`config.mk`:
```
export PLATFORM = sky130hd
export DESIGN_NAME = ex_mem_stage_skid
export DESIGN_NICKNAME = d
export VERILOG_FILES = /design/src/rtl/ex_mem_stage_skid.sv
export SDC_FILE = /design/constraint.sdc
export NUM_CORES = 1
export LEC_CHECK = 0
export ABC_AREA = 1
export ABC_CLOCK_PERIOD_IN_PS = 13130
export CORE_MARGIN = 8
export CORE_UTILIZATION = 50
export CTS_CLUSTER_DIAMETER = 150
export CTS_CLUSTER_SIZE = 30
export DETAILED_ROUTE_END_ITERATION = 16
export PLACE_DENSITY = 0.8
export SLEW_MARGIN = 20
export SYNTH_ARGS = -nofsm -noshare
export SYNTH_HDL_FRONTEND = slang
export SYNTH_SLANG_ARGS = --single-unit
```
`constraint.sdc`:
```
create_clock -name clock -period 13.13 [get_ports clock]
set_clock_uncertainty 0.15 [all_clocks]
set_input_delay 3.939 -clock clock [delete_from_list [all_inputs] [get_ports clock]]
set_output_delay 3.939 -clock clock [all_outputs]
set_load 0.05 [all_outputs]
```
`src/rtl/ex_mem_stage_skid.sv`:
```
// EX->MEM pipeline register with valid/ready handshake, a 2-entry skid buffer,
// synchronous flush, mul/div result selection and a saturating md-stall counter.
module ex_mem_stage_skid #(
    parameter int DATA_W = 32,
    parameter int REG_W  = 5,
    parameter int CTRL_W = 16,
    parameter int CNT_W  = 16
) (
    input  logic              clock,
    input  logic              reset,
    input  logic              flush,
    input  logic              ex_valid,
    output logic              ex_ready,
    input  logic [CTRL_W-1:0] ex_ctrl,
    input  logic [REG_W-1:0]  ex_write_reg,
    input  logic [DATA_W-1:0] ex_qb,
    input  logic [DATA_W-1:0] ex_alu_result,
    input  logic [DATA_W-1:0] ex_md_result,
    input  logic              ex_md_start,
    input  logic              md_busy,
    input  logic [DATA_W-1:0] ex_pc,
    output logic              me_valid,
    input  logic              me_ready,
    output logic [CTRL_W-1:0] me_ctrl,
    output logic [REG_W-1:0]  me_write_reg,
    output logic [DATA_W-1:0] me_result,
    output logic [DATA_W-1:0] me_qb,
    output logic [DATA_W-1:0] me_pc,
    output logic [CNT_W-1:0]  md_stall_cnt
);

    localparam int ENTRY_W  = CTRL_W + REG_W + 3 * DATA_W;
    localparam int QB_LO    = DATA_W;
    localparam int RES_LO   = 2 * DATA_W;
    localparam int WR_LO    = 3 * DATA_W;
    localparam int CTRL_LO  = 3 * DATA_W + REG_W;

    typedef enum logic [1:0] {
        EMPTY = 2'd0,
        ONE   = 2'd1,
        FULL  = 2'd2
    } state_t;

    state_t              state;
    state_t              state_next;
    logic [ENTRY_W-1:0]  m_entry;
    logic [ENTRY_W-1:0]  s_entry;
    logic [ENTRY_W-1:0]  in_entry;
    logic [DATA_W-1:0]   sel_result;
    logic                md_hold;
    logic                push;
    logic                pop;
    logic                load_m_in;
    logic                load_m_skid;
    logic                load_s;

    assign md_hold    = ex_md_start & md_busy;
    assign ex_ready   = (state != FULL) & ~md_hold;
    assign me_valid   = (state != EMPTY);
    assign push       = ex_valid & ex_ready & ~flush;
    assign pop        = me_valid & me_ready;
    assign sel_result = (ex_md_start & ~md_busy) ? ex_md_result : ex_alu_result;
    assign in_entry   = {ex_ctrl, ex_write_reg, sel_result, ex_qb, ex_pc};

    always_ff @(posedge clock or posedge reset) begin
        if (reset) begin
            state <= EMPTY;
        end else begin
            state <= state_next;
        end
    end

    // M always feeds the outputs; S only absorbs the one entry that arrives while M is stalled.
    always_comb begin
        state_next  = state;
        load_m_in   = 1'b0;
        load_m_skid = 1'b0;
        load_s      = 1'b0;
        case (state)
            EMPTY: begin
                if (push) begin
                    state_next = ONE;
                    load_m_in  = 1'b1;
                end
            end
            ONE: begin
                if (push && pop) begin
                    load_m_in = 1'b1;
                end else if (push) begin
                    state_next = FULL;
                    load_s     = 1'b1;
                end else if (pop) begin
                    state_next = EMPTY;
                end
            end
            FULL: begin
                if (pop) begin
                    state_next  = ONE;
                    load_m_skid = 1'b1;
                end
            end
            default: state_next = EMPTY;
        endcase
        if (flush) begin
            state_next  = EMPTY;
            load_m_in   = 1'b0;
            load_m_skid = 1'b0;
            load_s      = 1'b0;
        end
    end

    always_ff @(posedge clock or posedge reset) begin
        if (reset) begin
            m_entry <= '0;
            s_entry <= '0;
        end else begin
            if (load_m_in) begin
                m_entry <= in_entry;
            end else if (load_m_skid) begin
                m_entry <= s_entry;
            end
            if (load_s) begin
                s_entry <= in_entry;
            end
        end
    end

    // Only the stall cycles of a real instruction are counted; the counter sticks at all-ones.
    always_ff @(posedge clock or posedge reset) begin
        if (reset) begin
            md_stall_cnt <= '0;
        end else if (ex_valid && md_hold && !flush && (md_stall_cnt != {CNT_W{1'b1}})) begin
            md_stall_cnt <= md_stall_cnt + 1'b1;
        end
    end

    assign me_ctrl      = me_valid ? m_entry[ENTRY_W-1:CTRL_LO] : '0;
    assign me_write_reg = me_valid ? m_entry[CTRL_LO-1:WR_LO] : '0;
    assign me_result    = m_entry[WR_LO-1:RES_LO];
    assign me_qb        = m_entry[RES_LO-1:QB_LO];
    assign me_pc        = m_entry[QB_LO-1:0];

endmodule

```
---- Word level (Yosys, flattened, before mapping) ----
Index checks and enable logic that the tools add are counted.
storage, ports and cells
  bits in registers ....................... 252
  output and inout bits ................... 135
  logic and storage cells ................. 53
cells by class
  bitwise gates (word level) .............. 9
  equality and inequality tests ........... 8
  muxes and demuxes ....................... 22
  reduce and logical (&&, ||, !) cells .... 9
  add/subtract/negate cells ............... 1
operator list
  kind                                                              count
  117-bit two-way mux                                               2
  32-bit two-way mux                                                1
  16-bit by 1-bit adder with 16-bit output (second input constant)  1
  16-bit two-way mux                                                1
  16-bit != test (second input constant)                            1
  2-bit two-way mux                                                 6
  1-bit two-way mux                                                 9
  3-bit != test (second input constant)                             3
  1-bit AND                                                         6
  2-bit one-hot mux with 3 select lines                             1
  5-bit two-way mux                                                 1
  1-bit logical AND                                                 4
  4-bit != test (second input constant)                             1
  4-bit AND reduction                                               1
  2-bit nonzero test                                                2
  1-bit inverter                                                    3
  2-bit by 1-bit == test with 1-bit output (second input constant)  1
  2-bit == test (second input constant)                             1
  2-bit logical NOT                                                 1
  2-bit != test (second input constant)                             1
  1-bit one-hot mux with 2 select lines                             1
  1-bit logical NOT                                                 1

---- Depth between registers and ports, before layout ----
  depth in word-level cells ............... 10
  depth in mapped cells ................... 10
  mapped depth without buffers ............ 9

---- Least setup slack after synthesis ----
OpenSTA, ideal clock, no wires.
  path kind ............................... input to output
  start ................................... input ex_md_start
  end ..................................... output ex_ready
  slack ................................... 4.505 ns
  cell stages on the path ................. 4
  buffers on the path ..................... 1
  arrival time ............................ 4.536 ns
  data required time ...................... 9.041 ns
  cells stage by stage .................... buf_2 -> nand2_1 -> nand2_1 -> inv_1
on the way
  cells in the longest elaborated chain, start to end .. 3
ends and longest elaborated chain
  what                line  RTL
  start: declaration  19    input logic ex_md_start,
  1-bit AND           57    assign md_hold = ex_md_start & md_busy;
  1-bit inverter      58    assign ex_ready = (state != FULL) & ~md_hold;
  1-bit AND           58
  end: declaration    13    output logic ex_ready,
Every way passes these cells.

---- Worst setup path in the final report ----
Ends and elaborated chain as after synthesis.

==> impl_metrics.env <==
export IMPL_ys_types=24
export IMPL_power_frac_clock_pct=17.3
export IMPL_syn_nets=1730
export IMPL_avgViaCountPerCell=5.31
export IMPL_worst_pin_slew_ns=1.06
export IMPL_area_delta_synth_final_pct=20.9
export IMPL_tns_ns=0
export IMPL_ctsResizeCount=0
export IMPL_synthFlopType="dfrtp_1"
export IMPL_outcome="finished clean"
export IMPL_drive_gt1_share_pct=2.48
export IMPL_grt_pass1_vias=10400
export IMPL_regArea_um2=6310
export IMPL_ys_warn_count=0
export IMPL_initial_core_util_pct=50.9
export IMPL_maxSlewViolCount=0
export IMPL_cts_root_buf="clkbuf_16"
export IMPL_p_sw_uw=966
export IMPL_ant_nets=0
export IMPL_end_kind="primary output"
export IMPL_drv_cap=0
export IMPL_fin_nets=1848
export IMPL_final_cell_area_um2=14900
export IMPL_worstHoldPathType="reg -> reg"
export IMPL_htreeDepth=1
export IMPL_post_dp_hpwl_mm=22.1
export IMPL_synth_seq_area_share_pct=51.1
export IMPL_async_reset_ff_share_pct=100
export IMPL_period_minus_slack_ns=9.91
export IMPL_synth_avg_cell_area_um2=7.84
export IMPL_synth_area_leaders="dfrtp_1 51%, nand2_1 19%, nand3_1 16%"
export IMPL_portBuffers=290
export IMPL_tritoncts_num_buffers=12
export IMPL_numClockSinks=252
export IMPL_die_width_um=173
export IMPL_antenna_found_initial=0
export IMPL_drc_errors=0
export IMPL_fillCellCount=2142
export IMPL_synth_most_common_cell="nand2_1"
export IMPL_cts_tree="built"
export IMPL_insertion_delay_ns=0.48
export IMPL_p_comb_share_pct=36.7
export IMPL_pwr_density_cell_nw_per_um2=166
export IMPL_placed_cell_area_um2=14600
export IMPL_power_internal_uw=1510
export IMPL_synth_edf_count=0
export IMPL_irDropWorstVdd_mv=0.0985
export IMPL_synthCells=1573
export IMPL_drtIter0Drc=1079
export IMPL_grt_pass1_wl_mm=56.2
export IMPL_yosysTopAreaCell="dfrtp_1"
export IMPL_pwr_share_seq_pct=46.0
export IMPL_dr_pass1_iters=5
export IMPL_rsz0062_at_grt="no"
export IMPL_ys_ff_latch=252
export IMPL_fin_crit_sh_pct=75.4
export IMPL_grt_max_degree=121
export IMPL_required_ns=9.04
export IMPL_routed_wl_mm=34.4
export IMPL_critPathKind="in -> out"
export IMPL_multi_input_comb_area_um2=4690
export IMPL_diodes=0
export IMPL_dieArea_um2=29900
export IMPL_worst_setup_path_start_kind="input pin"
export IMPL_num_io_pins=291
export IMPL_finalSetupViolCount=0
export IMPL_wl_per_cell_um=17.1
export IMPL_holdBufCountCts=0
export IMPL_arrival_ns=5.82
export IMPL_p_sw_share_pct=39.1
export IMPL_grt_ovfl_total=0
export IMPL_synthesis_area_um2=12300
export IMPL_num_vias=10700
export IMPL_synth_top_area_share_pct=51.1
export IMPL_power_leakage_uw=0.00719
export IMPL_cp_max_fo=34
export IMPL_slew_headroom_pct=29.3
export IMPL_fmax_ghz=0.101
export IMPL_synthTopCellsByCount="624 x nand2_1, 391 x nand3_1, 252 x dfrtp_1, 107 x buf_4, 49 x clkbuf_1"
export IMPL_rows=57
export IMPL_coreArea_um2=24200
export IMPL_post_cts_setup_buffers=0
export IMPL_clk_pin_slew_ns=0.11
export IMPL_die_h_um=173
export IMPL_finalHoldViolations=0
export IMPL_gp_congestion=0.801
export IMPL_clockBufferDepth=3
export IMPL_grtUsageTotal_pct=22.3
[through the flow]
stage,setup WS (ns),hold WS (ns),std cells,utilization (%),total power [uW]
final,3.22,0.339,2015,61.5,2470
after CTS,3.23,0.336,2015,61.4,2500
after floorplan,2.11,0.299,1573,-,1840
after global routing,3.14,0.352,2015,61.5,2610
after global placement,3.21,0.311,2001,60.0,2040
after detailed placement,3.23,0.315,2001,60.0,2070
[worst paths after layout]
path                              from               to  slack [ns]  cells past startpoint
setup / recovery           ex_md_start         ex_ready        3.22                      6
hold / removal             s_entry[76]      m_entry[76]        0.34                      2
setup reg to reg              state[0]      m_entry[45]       10.10                      9
hold reg to reg            s_entry[76]      m_entry[76]        0.34                      2
max in group asynchronous        reset  md_stall_cnt[7]        7.46                      3
min in group asynchronous        reset      m_entry[27]        3.89                      2
[metal layers]
| layer | vias up | global-route usage [%] | wire length [um] |
|---|---|---|---|
| met3 | 31 | 5.47 | 2900 |
| li1 | 5151 | - | - |
| met4 | 0 | 3.45 | 390 |
| met2 | 401 | 37.4 | 16600 |
| met1 | 5123 | 29.5 | 14500 |
| met5 | - | 0 | 0 |
[kinds of logic (layout without fill, tap and decap cells)]
family	after synthesis	count (layout)	share of synthesized area (%)
AO/OA/AOI/OAI	6	6	0.335
XOR/XNOR	7	7	0.497
adder cells (fa/ha/maj)	1	1	0.101
buffers and inverters	239	357	11.1
flip-flops	252	252	51.1
AND/OR/NAND/NOR	1068	1068	36.8
[power groups by stage]
| stage | Sequential, uW | Combinational (uW) | Clock, uW |
|---|---|---|---|
| 2_1_floorplan | 1130 | 709 | 0 |
| 6_report | 1140 | 907 | 429 |
| 3_5_place_dp | 1150 | 915 | 0 |
| 5_1_grt | 1170 | 980 | 467 |
| 4_1_cts | 1140 | 917 | 442 |
| 3_3_place_gp | 1140 | 899 | 0 |
[cell type report]
cell class,count,share of cell area [%]
inverter,42,1.16
clock inverter,1,0.134
tap,324,2.72
clock buffer,13,2.18
sequential,252,42.3
multi-input combinational,1082,31.5
timing repair buffer,301,20.0
[critical path, cell delays in order]
cell             delay (ns)
clkdlybuf4s50_1        0.46
buf_4                  0.34
nand2_1                0.17
nand2_1                0.14
inv_1                  0.06
clkdlybuf4s50_1        0.70
[placed cells by master, fill, tap and decap left out, drive strengths merged, types with 6 or more instances in the layout]
| master | count |
|---|---|
| xnor2 | 6 |
| nor2 | 44 |
| o21ai | 6 |
| nand3 | 392 |
| clkbuf | 13 |
| clkdlybuf4s50 | 290 |
| inv | 43 |
| buf | 11 |
| nand2 | 626 |
| dfrtp | 252 |
[state kept, by name (all words and copies together), names as in the netlist]
name / flops
md_stall_cnt: 16
m_entry: 117
s_entry: 117
state: 2
No activity file was read; power rests on OpenSTA's default activity.
